<file path="src/rtl/xor_parity_acc.sv">
// rtl/xor_parity_acc.sv - serial parity and ones-count accumulator over fixed-length frames
//
// Folds FRAME_LEN accepted bits into one parity bit and a ones count, then
// holds the result on a valid/ready port until it is taken.
//
// Optional feature macro: XOR_PAR_ODD_EN
//   defined   -> out_parity is odd parity (inverted XOR of the frame bits)
//   undefined -> out_parity is even parity (plain XOR of the frame bits)
//
// Ports:
//   clk        in   rising-edge clock
//   rst_n      in   asynchronous active-low reset
//   clr        in   synchronous clear of partial frame and pending result
//   in_valid   in   in_bit is valid this cycle
//   in_bit     in   serial data bit
//   in_ready   out  a bit is accepted this cycle if in_valid is high
//   out_valid  out  frame result is valid
//   out_ready  in   downstream takes the result
//   out_parity out  frame parity (registered)
//   out_ones   out  number of ones in the frame (registered)
//   bit_cnt    out  bits accepted in the current frame

module xor_parity_acc #(
    parameter int FRAME_LEN = 8,
    localparam int CNT_W = $clog2(FRAME_LEN + 1)
) (
    input  logic             clk,
    input  logic             rst_n,
    input  logic             clr,
    input  logic             in_valid,
    input  logic             in_bit,
    output logic             in_ready,
    output logic             out_valid,
    input  logic             out_ready,
    output logic             out_parity,
    output logic [CNT_W-1:0] out_ones,
    output logic [CNT_W-1:0] bit_cnt
);

    localparam logic [1:0] S_IDLE = 2'd0;
    localparam logic [1:0] S_ACC  = 2'd1;
    localparam logic [1:0] S_DONE = 2'd2;

    localparam logic [CNT_W-1:0] LAST_CNT = CNT_W'(FRAME_LEN - 1);

`ifdef XOR_PAR_ODD_EN
    localparam logic PAR_INV = 1'b1;
`else
    localparam logic PAR_INV = 1'b0;
`endif

    logic [1:0]       state_q, state_d;
    logic             acc_q, acc_d;
    logic [CNT_W-1:0] ones_q, ones_d;
    logic [CNT_W-1:0] cnt_q, cnt_d;
    logic             par_q, par_d;
    logic [CNT_W-1:0] oones_q, oones_d;

    logic             accept;
    logic             acc_nxt;
    logic [CNT_W-1:0] ones_nxt;

    // Handshake flags come from the state register alone, so neither
    // in_valid nor out_ready can reach them combinationally.
    assign in_ready  = (state_q != S_DONE);
    assign out_valid = (state_q == S_DONE);

    assign accept   = in_valid && in_ready;
    assign acc_nxt  = acc_q ^ in_bit;
    assign ones_nxt = ones_q + CNT_W'(in_bit);

    always_comb begin
        state_d = state_q;
        acc_d   = acc_q;
        ones_d  = ones_q;
        cnt_d   = cnt_q;
        par_d   = par_q;
        oones_d = oones_q;

        if (clr) begin
            state_d = S_IDLE;
            acc_d   = 1'b0;
            ones_d  = '0;
            cnt_d   = '0;
            par_d   = 1'b0;
            oones_d = '0;
        end else begin
            case (state_q)
                S_IDLE, S_ACC: begin
                    if (accept) begin
                        acc_d  = acc_nxt;
                        ones_d = ones_nxt;
                        cnt_d  = cnt_q + CNT_W'(1);
                        if (cnt_q == LAST_CNT) begin
                            // Result registers load on the same edge that
                            // accepts the final bit of the frame.
                            state_d = S_DONE;
                            par_d   = acc_nxt ^ PAR_INV;
                            oones_d = ones_nxt;
                        end else begin
                            state_d = S_ACC;
                        end
                    end
                end
                S_DONE: begin
                    if (out_ready) begin
                        state_d = S_IDLE;
                        acc_d   = 1'b0;
                        ones_d  = '0;
                        cnt_d   = '0;
                    end
                end
                default: begin
                    state_d = S_IDLE;
                    acc_d   = 1'b0;
                    ones_d  = '0;
                    cnt_d   = '0;
                end
            endcase
        end
    end

    always_ff @(posedge clk or negedge rst_n) begin
        if (!rst_n) begin
            state_q <= S_IDLE;
            acc_q   <= 1'b0;
            ones_q  <= '0;
            cnt_q   <= '0;
            par_q   <= 1'b0;
            oones_q <= '0;
        end else begin
            state_q <= state_d;
            acc_q   <= acc_d;
            ones_q  <= ones_d;
            cnt_q   <= cnt_d;
            par_q   <= par_d;
            oones_q <= oones_d;
        end
    end

    assign out_parity = par_q;
    assign out_ones   = oones_q;
    assign bit_cnt    = cnt_q;

endmodule

</file>
<file path="config.mk">
export PLATFORM = sky130hd
export DESIGN_NAME = xor_parity_acc
export DESIGN_NICKNAME = d
export VERILOG_FILES = /design/src/rtl/xor_parity_acc.sv
export SDC_FILE = /design/constraint.sdc
export NUM_CORES = 1
export LEC_CHECK = 0
export BUFFER_PORTS_ARGS = -buffer_cell sky130_fd_sc_hd__buf_4
export CAP_MARGIN = 25
export CORE_MARGIN = 8
export CORE_UTILIZATION = 57
export DETAILED_ROUTE_END_ITERATION = 6
export GPL_ROUTABILITY_DRIVEN = 0
export PLACE_DENSITY = 0.79
export REMOVE_ABC_BUFFERS = 1
export SLEW_MARGIN = 20
export SYNTH_ARGS = -nofsm -noshare
export SYNTH_HDL_FRONTEND = slang
export SYNTH_SLANG_ARGS = --single-unit
</file>
<file path="constraint.sdc">
create_clock -name clk -period 3.9 [get_ports clk]
set_input_delay 0.975 -clock clk [delete_from_list [all_inputs] [get_ports clk]]
set_output_delay 0.975 -clock clk [all_outputs]
set_load 0.1 [all_outputs]
</file>
==> results of run 1 <==
==> through the flow <==
stage | instance area (sq um) | utilization [%] | total power (uW)
after floorplan | 890.9 | - | 216.2
after global placement | 1031 | 67.65 | 236.5
after detailed placement | 1031 | 67.65 | 237.5
after CTS | 1054 | 69.13 | 321.6
after global routing | 1054 | 69.13 | 333.2
final | 1054 | 69.13 | 318.6
==> per-layer routing <==
metal  vias up  wire (um)  track usage, %
li1        351          -               -
met1       327        853           13.74
met2        12        815           18.65
met3         4         79           3.820
met4         0         25           3.093
met5         -          0               0
==> area by class of cell <==
type	count	area, sq um	area share [%]
multi-input combinational	63	483.0	45.84
sequential	16	400.4	38.00
timing repair buffer	16	120.1	11.40
clock buffer	3	22.52	2.138
tap	16	20.02	1.900
inverter	2	7.507	0.7126
==> kinds of logic (layout without fill, tap and decap cells) <==
logic type	count (synthesis)	count (layout)
compound gates	27	27
simple gates	25	25
flops	16	16
buf+inv	8	21
xor+xnor	5	5
fa+ha+maj	3	3
mux	3	3
==> cells in the mapped netlist (3+ instances only) <==
cell type	instances
nor2_1	7
a21oi_2	3
a21oi_1	7
xnor2_1	4
dfrtp_1	16
a311oi_1	3
ha_1	3
a2bb2oi_1	4
mux2i_1	3
nand3_1	3
==> where the power goes <==
group,total (uW),switching [uW],leakage [uW],internal (uW)
Clock,84.9,49.1,0.0000138,35.8
Sequential,177,6.00,0.000219,171
Combinational,57.2,37.3,0.000247,19.9
==> critical path, delay by kind of cell (launching register included) <==
kind	cells	cell delay [ns]
simple gates	1	0.23
flops	1	0.63
buf+inv	1	0.31
==> registers in the layout, summed over array words and instances (netlist names) <==
| signal | cells |
|---|---|
| acc_q | 1 |
| bit_cnt | 4 |
| ones_q | 4 |
| out_ones | 4 |
| out_parity | 1 |
| state_q | 2 |
==> worst max path at each step <==
stage,start,end,slack [ns],cells past startpoint
3_3_place_gp,in_bit,ones_q[1],1.79,6
3_5_place_dp,state_q[1],out_valid,1.76,2
5_1_grt,state_q[1],out_valid,1.36,2
6_report,state_q[1],out_valid,1.47,2
2_1_floorplan,state_q[1],in_ready,0.007,2
4_1_cts,state_q[1],out_valid,1.46,2
==> impl_metrics.tcl, run 1 <==
set metrics [dict create \
    antenna_left 0 \
    max_slew_margin_pct 67.91 \
    antenna_found_initial 0 \
    tns_ns 0 \
    die_w_um 56.50 \
    finalCriticalPeriod_ns 2.427 \
    layout_setup_ws_ns 1.473 \
    clock.fmax_mhz 412.0 \
    skew_ns 0.01234 \
    worstReg2RegEnd "out_ones[3]" \
    vias 694 \
    fillCellCount 128 \
    cts_hold_buf 0 \
    final-hold-violation-count 0 \
    drc 0 \
    synthAdderAreaFrac_pct 4.016 \
    async_reset_ff_share_pct 100.0 \
    clock_latency_ns 0.29 \
    fin_cells 116 \
    crit_path_max_incr_delay_ns 0.63 \
    clkTransAtPathRegs_ns 0.09 \
    ctsResizeCount 0 \
    numCtsBuffers 3 \
    p_per_area_nw_per_um2 302.5 \
    grt_pass1_vias 683 \
    rr_startpoint "bit_cnt[0]" \
    arrival_ns 1.45 \
    ys_warn_count 0 \
    r2r.worst_path.cells 4 \
    synth_cell_types 34 \
    vdd_drop_max_mv 0.2022 \
    dp_cells 113 \
    cp-end-kind "output pin" \
    final-setup-viol-count 0 \
    port_buffers 16 \
    die_h_um 56.50 \
    ios 17 \
    initial_core_util_pct 61.33 \
    cts.sinks 16 \
    synth_area_per_cell_sq_um 10.74 \
    vias_per_cell 5.983 \
    maxSlewViolCount 0 \
    synth-edff-count 0 \
    final.period_utilization_pct 62.23 \
    synth.top_cell.area_share_pct 42.84 \
    antenna_cells 0 \
    cts_max_level 1 \
    worstSetupStartpointType "flip-flop" \
    final_cell_mix "16 x dfrtp_1, 16 x buf_4, 7 x a21oi_1, 7 x nor2_1" \
    worst_hold_path_type "input port to async pin" \
    post_route_cells_drive_above_1_share_pct 26.00 \
    critPathRequiredTime_ns 2.92 \
    placementRows 14 \
    clock_path_buffers 2 \
    wl_per_cell_um 15.28 \
    synth_area_leaders "dfrtp_1 43%, ha_1 4.0%, a21oi_1 3.7%" \
    syn2layout_area_growth_pct 12.72 \
    grt_pass1_wl_um 3042 \
    crit_chain "nor2b_1 > buf_4" \
    synth_ff_type "dfrtp_1" \
    synth_compound_area_share_pct 23.03 \
    p_leak_uw 0.0004800 \
    synth-simple-area-share_pct 16.73 \
    synthMuxAreaShare_pct 3.213 \
    cts_tree "yes" \
    grt_usage_pct 11.39 \
    synth_area_sq_um 934.6 \
    synthCells 87 \
    die-area_sq_um 3192 \
    path_class "flip-flop to output pin" \
    grt_max_degree 18 \
    fin_nets 111 \
    totalWireLength_um 1773 \
    rsz0062_at_grt "no" \
    synth_top_family_by_area "compound AO/OA/AOI/OAI gates" \
    cap_violations 0 \
    dpl.hpwl_um 1285 \
    ys_seq_area_share_pct 42.84 \
    dpl_worst_slack_ns 1.755 \
    drt_iter0_drc 15 \
    status "completed" \
    max_slew.worst_pin.slew_ns 0.4814 \
    rrSetupSlack_ns 2.29 \
    core_area_sq_um 1524 \
    synth_xor_area_share_pct 4.685 \
    first_pass_iters 4 \
    synth_top_cell_by_area "dfrtp_1" \
    overflow 0 \
    ys_ff_latch 16 \
    cts_setup_buffers 0 \
    crit_fanout 14 \
    critical-path-slowest-cell "dfrtp_1" \
    cts-root-buf "clkbuf_4" \
    whs_ns 0.5253 \
]
No activity file was read; power rests on OpenSTA's default activity.
==> run 2: changes to the inputs <==
--- a/config.mk
+++ b/config.mk
@@ -5,13 +5,14 @@
 export SDC_FILE = /design/constraint.sdc
 export NUM_CORES = 1
 export LEC_CHECK = 0
+export ABC_AREA = 1
 export BUFFER_PORTS_ARGS = -buffer_cell sky130_fd_sc_hd__buf_4
 export CAP_MARGIN = 25
 export CORE_MARGIN = 8
-export CORE_UTILIZATION = 57
+export CORE_UTILIZATION = 51
 export DETAILED_ROUTE_END_ITERATION = 6
 export GPL_ROUTABILITY_DRIVEN = 0
-export PLACE_DENSITY = 0.79
+export PLACE_DENSITY = 0.73
 export REMOVE_ABC_BUFFERS = 1
 export SLEW_MARGIN = 20
 export SYNTH_ARGS = -nofsm -noshare
==> constraint.sdc (replaced) <==
create_clock -name clk -period 2.5 [get_ports clk]
set_input_delay 0.625 -clock clk [delete_from_list [all_inputs] [get_ports clk]]
set_output_delay 0.625 -clock clk [all_outputs]
set_load 0.1 [all_outputs]
==> impl_metrics.tcl, run 2 <==
set metrics [dict create \
    status "completed" \
    p_int_uw 413.9 \
    synth_area_sq_um 808.3 \
    vias 695 \
    post_route_cells_drive_above_1_share_pct 23.93 \
    synth_ff_type "dfrtp_1" \
    ios 17 \
    synthCells 98 \
    max_slew.worst_pin.slew_ns 0.3146 \
    worstReg2RegEnd "out_ones[1]" \
    combPwrFrac_pct 29.7 \
    synth.top_cell.area_share_pct 49.54 \
    vdd_drop_max_mv 0.6164 \
    final-setup-viol-count 0 \
    grt_max_degree 17 \
    tns_ns 0 \
    dp_cells 129 \
    max_slew_margin_pct 78.95 \
    maxSlewViolCount 0 \
    overflow 0 \
    drt_iter0_drc 18 \
    final_cell_mix "32 x nand2_1, 16 x dfrtp_1, 16 x buf_4" \
    initial_core_util_pct 54.29 \
    clock_path_buffers 2 \
    cts_tree "yes" \
    first_pass_iters 4 \
    final-hold-violation-count 0 \
    cap_violations 0 \
    synthMuxAreaShare_pct 0 \
    synth_compound_area_share_pct 6.347 \
    grt_usage_pct 12.48 \
    numCtsBuffers 3 \
    fin_util_pct 65.38 \
    clockPowerShare_pct 26.3 \
    vias_per_cell 5.226 \
    grt_pass1_wl_um 3194 \
    switching_share_pct 39.46 \
    ys_warn_count 0 \
    synth_common_cells "32 x nand2_1, 16 x dfrtp_1, 9 x inv_1" \
    synth_xor_area_share_pct 2.167 \
    r2r.worst_path.cells 6 \
    p_switching_uw 269.8 \
    core_area_sq_um 1489 \
    clkTransAtPathRegs_ns 0.10 \
    crit_chain "inv_2 > nor2_4 > inv_1 > buf_4" \
    final_common_cell "nand2_1" \
    grt_pass1_vias 710 \
    rrSetupSlack_ns 1.09 \
    die-area_sq_um 3115 \
    cts_hold_buf 0 \
    cts.sinks 16 \
    final.period_utilization_pct 74.26 \
    clock_latency_ns 0.30 \
    async_reset_ff_share_pct 100.0 \
    critPathCapture "in_ready" \
    worst_hold_path_type "input port to async pin" \
    rsz0062_at_grt "no" \
    ys_seq_area_share_pct 49.54 \
    p_total_uw 683.7 \
    syn2layout_area_growth_pct 20.43 \
    wl_per_cell_um 13.27 \
    die_h_um 55.81 \
    synth_most_common_cell "nand2_1" \
    totalWireLength_um 1765 \
    p_per_area_nw_per_um2 702.4 \
    clock.fmax_mhz 538.6 \
    synth-edff-count 0 \
    rr_startpoint "bit_cnt[0]" \
    synth-simple-area-share_pct 31.27 \
    crit_fanout 4 \
    die_w_um 55.81 \
    path_class "flip-flop to output pin" \
    ys_ff_latch 16 \
    crit_path_max_incr_delay_ns 0.44 \
    arrival_ns 1.23 \
    port_buffers 16 \
    p_leak_uw 0.0005308 \
    synth_area_per_cell_sq_um 8.248 \
    synth_area_leaders "dfrtp_1 50%, nand2_1 15%, nand3_1 5.0%" \
    antenna_left 0 \
    synth_cell_types 18 \
    worstSetupStartpointType "flip-flop" \
    cts_setup_buffers 0 \
    cts-root-buf "clkbuf_4" \
    crit_start "state_q[1]" \
    dpl.hpwl_um 1326 \
    synth_top_family_by_area "simple AND/OR/NAND/NOR gates" \
    antenna_found_initial 0 \
    synth_top_cell_by_area "dfrtp_1" \
    skew_ns 0.007781 \
    critPathRequiredTime_ns 1.88 \
    placementRows 14 \
    critical-path-slowest-cell "dfrtp_1" \
    pwr-share-seq_pct 44.0 \
    fin_cells 133 \
    drc 0 \
    finalCriticalPeriod_ns 1.857 \
    ctsResizeCount 0 \
    antenna_cells 0 \
    cts_max_level 1 \
    fin_nets 127 \
    synthAdderAreaFrac_pct 4.644 \
    cp-end-kind "output pin" \
]
==> run 2: cell count changes after synthesis, moves of 3 or more <==
| cell | previous run | this run |
|---|---|---|
| a311oi_1 | 3 | 0 |
| inv_1 | 2 | 9 |
| nand2_1 | 2 | 32 |
| xnor2_1 | 4 | 0 |
| a2bb2oi_1 | 4 | 0 |
| o21ai_0 | 2 | 8 |
| a21oi_2 | 3 | 0 |
| nand3_1 | 3 | 8 |
| a21oi_1 | 7 | 1 |
| mux2i_1 | 3 | 0 |
==> run 2: cell families (layout without fill, tap and decap cells) <==
logic type,count (synthesis),count (layout)
flops,16,16
simple gates,56,56
compound gates,10,10
fa+ha+maj,3,3
xor+xnor,2,2
buf+inv,11,30
==> run 2: metrics by stage <==
| step | setup WS [ns] | hold slack (ns) | cell area (sq um) |
|---|---|---|---|
| after global routing | 0.5832 | 0.1687 | 973.4 |
| final | 0.6435 | 0.1610 | 973.4 |
| after detailed placement | 0.7612 | 0.4680 | 937.1 |
| after global placement | 0.8976 | 0.4579 | 937.1 |
| after CTS | 0.6508 | 0.1787 | 973.4 |
| after floorplan | 0.3302 | 0.3294 | 797.0 |
==> run 2: critical path: cells and delay by family, from the launching register on <==
| kind | cells | cell delay [ns] |
|---|---|---|
| AND/OR/NAND/NOR | 1 | 0.05 |
| flip-flops | 1 | 0.44 |
| buffers and inverters | 3 | 0.45 |
==> run 2: per-layer routing <==
| metal | track usage [%] | share of wire, % | vias up |
|---|---|---|---|
| met1 | 14.99 | 44 | 319 |
| li1 | - | - | 348 |
| met2 | 18.91 | 47 | 21 |
| met3 | 4.110 | 6.1 | 7 |
| met5 | 0 | 0 | - |
| met4 | 7.216 | 2.9 | 0 |
==> run 2: area by class of cell <==
class / count / area, sq um
clock buffers: 4 / 36.28
well taps: 16 / 20.02
fillers: 142 / 515.5
flip-flops and latches: 16 / 400.4
multi-input cells: 71 / 359.1
inverters: 10 / 37.54
repair buffers: 16 / 120.1
==> run 2: how the worst min path moves through the flow <==
stage,slack (ns),to,from
after CTS,0.18,bit_cnt[2],rst_n
final,0.16,state_q[1],rst_n
after floorplan,0.33,acc_q,rst_n
after global placement,0.46,out_ones[2],out_ones[2]
after global routing,0.17,bit_cnt[2],rst_n
after detailed placement,0.47,out_parity,out_parity
==> run 2: power groups by stage <==
stage          registers [uW]  clock network, uW  logic (uW)
4_1_cts                   301                176         205
6_report                  301                180         203
3_5_place_dp              307                  0         203
3_3_place_gp              305                  0         201
2_1_floorplan             407                  0        47.9
5_1_grt                   305                194         220
